## src/rtl/nibble_serial_sub.sv

```systemverilog
// nibble_serial_sub: multi-cycle subtractor computing d = a - b - bin, one
// 4-bit nibble per clock, LSB first, with a registered borrow chained between nibbles.
// Latency: accept at edge k, result valid from edge k+NIB. Holds the result in DONE until out_ready.
// Ports: clk/rst (async, active-high); in_valid/in_ready with a, b, bin;
//        out_valid/out_ready with d, bout, zf, nf, vf.
// Optional build macro NSUB_SAT_EN: clamp d to the signed limit on overflow.
module nibble_serial_sub #(
  parameter int WIDTH = 16
) (
  input  logic             clk,
  input  logic             rst,
  input  logic             in_valid,
  output logic             in_ready,
  input  logic [WIDTH-1:0] a,
  input  logic [WIDTH-1:0] b,
  input  logic             bin,
  output logic             out_valid,
  input  logic             out_ready,
  output logic [WIDTH-1:0] d,
  output logic             bout,
  output logic             zf,
  output logic             nf,
  output logic             vf
);

  localparam int NIB = WIDTH / 4;
  localparam int CW  = (NIB > 1) ? $clog2(NIB) : 1;

  typedef enum logic [1:0] {
    IDLE = 2'd0,
    RUN  = 2'd1,
    DONE = 2'd2
  } state_t;

  state_t           state;
  state_t           state_next;
  logic [CW-1:0]    cnt;
  logic             borrow;
  logic [WIDTH-1:0] a_r;
  logic [WIDTH-1:0] b_r;

  logic [3:0]       a_nib;
  logic [3:0]       b_nib;
  logic [4:0]       sum;
  logic [WIDTH-1:0] d_upd;
  logic [WIDTH-1:0] d_fin;
  logic             vf_c;
  logic             last;

  // Nibble select, 4-bit add and merge of the new nibble into the partial result.
  always_comb begin
    a_nib = '0;
    b_nib = '0;
    for (int i = 0; i < NIB; i++) begin
      if (cnt == CW'(i)) begin
        a_nib = a_r[4*i +: 4];
        b_nib = b_r[4*i +: 4];
      end
    end
    // Subtraction as a + ~b + ~borrow; carry out is the inverted borrow.
    sum   = {1'b0, a_nib} + {1'b0, ~b_nib} + {4'b0000, ~borrow};
    d_upd = d;
    for (int i = 0; i < NIB; i++) begin
      if (cnt == CW'(i)) begin
        d_upd[4*i +: 4] = sum[3:0];
      end
    end
  end

  assign last = (cnt == CW'(NIB - 1));
  // Only meaningful on the last nibble, when d_upd holds the complete difference.
  assign vf_c = (a_r[WIDTH-1] != b_r[WIDTH-1]) && (d_upd[WIDTH-1] != a_r[WIDTH-1]);

`ifdef NSUB_SAT_EN
  // Clamp toward the sign of the minuend: positive -> max, negative -> min.
  always_comb begin
    d_fin = d_upd;
    if (vf_c) begin
      d_fin = a_r[WIDTH-1] ? {1'b1, {(WIDTH-1){1'b0}}} : {1'b0, {(WIDTH-1){1'b1}}};
    end
  end
`else
  assign d_fin = d_upd;
`endif

  // State register.
  always_ff @(posedge clk or posedge rst) begin
    if (rst) begin
      state <= IDLE;
    end else begin
      state <= state_next;
    end
  end

  // Next state and handshake outputs.
  always_comb begin
    state_next = state;
    in_ready   = 1'b0;
    out_valid  = 1'b0;
    case (state)
      IDLE: begin
        in_ready = 1'b1;
        if (in_valid) state_next = RUN;
      end
      RUN: begin
        if (last) state_next = DONE;
      end
      DONE: begin
        out_valid = 1'b1;
        // Returning to IDLE first keeps the accept off this cycle.
        if (out_ready) state_next = IDLE;
      end
      default: state_next = IDLE;
    endcase
  end

  // Datapath: operand capture, per-nibble result, flags on the final nibble.
  always_ff @(posedge clk or posedge rst) begin
    if (rst) begin
      cnt    <= '0;
      borrow <= 1'b0;
      a_r    <= '0;
      b_r    <= '0;
      d      <= '0;
      bout   <= 1'b0;
      zf     <= 1'b0;
      nf     <= 1'b0;
      vf     <= 1'b0;
    end else begin
      case (state)
        IDLE: begin
          if (in_valid) begin
            a_r    <= a;
            b_r    <= b;
            borrow <= bin;
            cnt    <= '0;
          end
        end
        RUN: begin
          borrow <= ~sum[4];
          if (last) begin
            cnt  <= '0;
            d    <= d_fin;
            bout <= ~sum[4];
            zf   <= (d_fin == '0);
            nf   <= d_fin[WIDTH-1];
            vf   <= vf_c;
          end else begin
            cnt <= cnt + 1'b1;
            d   <= d_upd;
          end
        end
        default: ;
      endcase
    end
  end

endmodule

```

## config.mk

```make
export PLATFORM = sky130hd
export DESIGN_NAME = nibble_serial_sub
export DESIGN_NICKNAME = d
export VERILOG_FILES = /design/src/rtl/nibble_serial_sub.sv
export SDC_FILE = /design/constraint.sdc
export NUM_CORES = 1
export LEC_CHECK = 0
export CAP_MARGIN = 20
export CELL_PAD_IN_SITES_DETAIL_PLACEMENT = 0
export CELL_PAD_IN_SITES_GLOBAL_PLACEMENT = 1
export CORE_ASPECT_RATIO = 0.5
export CORE_MARGIN = 3
export CORE_UTILIZATION = 40
export DETAILED_ROUTE_END_ITERATION = 10
export PLACE_DENSITY_LB_ADDON = 0.1
export SYNTH_ARGS = -nofsm -noshare
export SYNTH_HDL_FRONTEND = slang
export SYNTH_SLANG_ARGS = --single-unit
```

## constraint.sdc

```tcl
create_clock -name clk -period 9.8 [get_ports clk]
set_clock_uncertainty 0.05 [all_clocks]
set_input_delay 0.98 -clock clk [delete_from_list [all_inputs] [get_ports clk]]
set_output_delay 0.98 -clock clk [all_outputs]
set_load 0.05 [all_outputs]
```

==> results_dict.tcl <==
set metrics [dict create \
    status "complete, no violations" \
    synthTopCellsByArea "dfrtp_1 (53%), nand2_1 (17%), o21ai_0 (3.3%)" \
    synth_most_common_cell "nand2_1" \
    fin_crit_sh_pct 36.7 \
    grt_max_degree 43 \
    die_y_um 64.0 \
    finalHoldViolCount 0 \
    cp.required_ps 10010 \
    place_ws_ps 6320 \
    start_util_pct 42.8 \
    drt-total-wl_um 6900 \
    wl_per_cell_um 15.3 \
    path_max_fanout 19 \
    rsz0062_at_grt "false" \
    grt_pass1_wl_um 11400 \
    dp_hpwl_um 4720 \
    syn_avg_cell_area_um2 8.97 \
    drv_slew 0 \
    ys_dominant_reg_cell "dfrtp_1" \
    worst-r2r-setup-slack_ps 6200 \
    cts_resized 0 \
    vias 2282 \
    syn-num-nets 346 \
    path_clk_slew_ps 50 \
    cts-root-buf "clkbuf_16" \
    cts_setup_buffers 0 \
    fin_setup_tns_ps 0 \
    fillers 587 \
    io_pins 59 \
    io_buffers 58 \
    setup_viol 0 \
    synth_commonest_cells "nand2_1 (121), dfrtp_1 (57), o21ai_0 (18)" \
    yosysTopAreaCell "dfrtp_1" \
    nNetsFinal 403 \
    arrival_ps 3810 \
    critical_path_class "reg2reg" \
    rows 20 \
    gr-total-overflow 0 \
    grt_usage_pct 19.2 \
    cts_sinks 57 \
    fin_crit_ps 3600 \
    antenna_found_initial 0 \
    tightest_slew_ps 746 \
    placed_area_mm2 0.00334 \
    netlist_instances 300 \
    drtIter0Drc 182 \
    drtPass1Iterations 4 \
    synth_cell_types 36 \
    clk_latency_ps 320 \
    hold_buffers 0 \
    fmax_ghz 0.278 \
    chipWidth_um 122 \
    core_area_mm2 0.00628 \
    num_antenna_cells 0 \
    via_per_inst 5.07 \
    maxSlewHeadroom_pct 50.2 \
    drv_cap 0 \
    drive_gt1_share_pct 7.46 \
    ys_ff_latch 57 \
    synth_edf_count 0 \
    ys_seq_area_share_pct 53.0 \
    htree_levels 3 \
    postRouteAntennaNets 0 \
    cts_tree "done" \
    ys_async_sr_fraction_pct 100 \
    grt_pass1_vias 2328 \
    clockBufferDepth 2 \
    setup_slack_ps 6200 \
    critPathLaunchType "flip-flop" \
    postLayoutCellArea_mm2 0.00372 \
    synth_top_area_share_pct 53.0 \
    yosysWarnings 0 \
    route.detailed.drc 0 \
    cts_buffers 9 \
    place_congestion 0.820 \
    min_path_type "reg2reg" \
    hold_slack_ps 426 \
    synth_area_mm2 0.00269 \
    dieArea_mm2 0.00781 \
    syn2layout_area_growth_pct 38.4 \
    cp-end-kind "flip-flop" \
]
## layout by cell type, fill, tap and decap left out, types with 2 or more instances in the layout
cell type / n
nand2_1: 121
clkdlybuf4s50_1: 58
dfrtp_1: 57
o21ai_0: 18
nor2b_1: 12
a21oi_1: 11
clkbuf_16: 9
ha_1: 7
inv_1: 6
nor3_1: 6
a221oi_1: 6
mux2_2: 5
o31ai_1: 4
nor4_1: 4
nor2_1: 3
nand3b_1: 3
nand2b_1: 2
fa_1: 2
clkinvlp_4: 2
clkbuf_8: 2
bufinv_16: 2
buf_16: 2
## layout make-up
class | instances | area (µm²) | area share, %
Sequential cell | 57 | 1430 | 38.3
Multi-Input combinational cell | 221 | 1170 | 31.5
Clock inverter | 4 | 75.1 | 2.02
Inverter | 7 | 26.3 | 0.706
Clock buffer | 12 | 256 | 6.89
Timing Repair Buffer | 61 | 656 | 17.6
Tap cell | 88 | 110 | 2.96
## worst max-delay path: stages, from the launching register on
cell	delay, ps
dfrtp_1	400
inv_1	110
ha_1	570
nor2b_1	110
a221oi_1	350
nor3_1	90
a21oi_1	200
fa_1	230
inv_1	60
fa_1	510
nor2b_1	220
o221ai_1	170
nor4_1	260
a32o_1	200
## sequential cells by signal, indices dropped and copies added, names as in the netlist
| register | count |
|---|---|
| b_r | 16 |
| vf | 1 |
| borrow | 1 |
| state | 2 |
| cnt | 2 |
| zf | 1 |
| nf | 1 |
| d | 16 |
| a_r | 16 |
| bout | 1 |
## cell families after synthesis
group | count (synthesis) | synth area share (%)
DFF | 57 | 53.0
adders and majority gates | 9 | 4.74
buffers and inverters | 22 | 3.40
muxes | 5 | 2.09
AOI/OAI and AO/OA | 47 | 10.9
and+or+nand+nor | 159 | 25.5
xor gates and xnor gates | 1 | 0.326
## metal layers
| layer | GRT usage [%] | routed length [µm] | vias up | share of wire [%] |
|---|---|---|---|---|
| met5 | 0 | 0 | - | 0 |
| met3 | 6.37 | 402 | 9 | 5.8 |
| li1 | - | - | 1110 | - |
| met1 | 26.9 | 3330 | 1095 | 48 |
| met2 | 27.6 | 3100 | 68 | 45 |
| met4 | 7.12 | 70 | 0 | 1.0 |
## through the flow
stage,cells,utilization [%]
after floorplan,300,-
after global placement,431,52.8
after detailed placement,432,53.1
after CTS,448,58.4
after global routing,450,59.3
final,450,59.3
## path summary, 6_finish.rpt
check | to | start | cells past startpoint
max reg2reg | zf$_DFFE_PP0P_ | cnt[1]$_DFFE_PP0P_ | 13
min in group asynchronous | state[1]$_DFFE_PP0P_ | rst | 2
min | a_r[14]$_DFFE_PP0P_ | a_r[14]$_DFFE_PP0P_ | 2
max | zf$_DFFE_PP0P_ | cnt[1]$_DFFE_PP0P_ | 13
min reg2reg | a_r[14]$_DFFE_PP0P_ | a_r[14]$_DFFE_PP0P_ | 2
max in group asynchronous | a_r[14]$_DFFE_PP0P_ | rst | 3
Power is not shown: default switching activity piles up to over one toggle a cycle in this logic, so the estimate is an artifact.
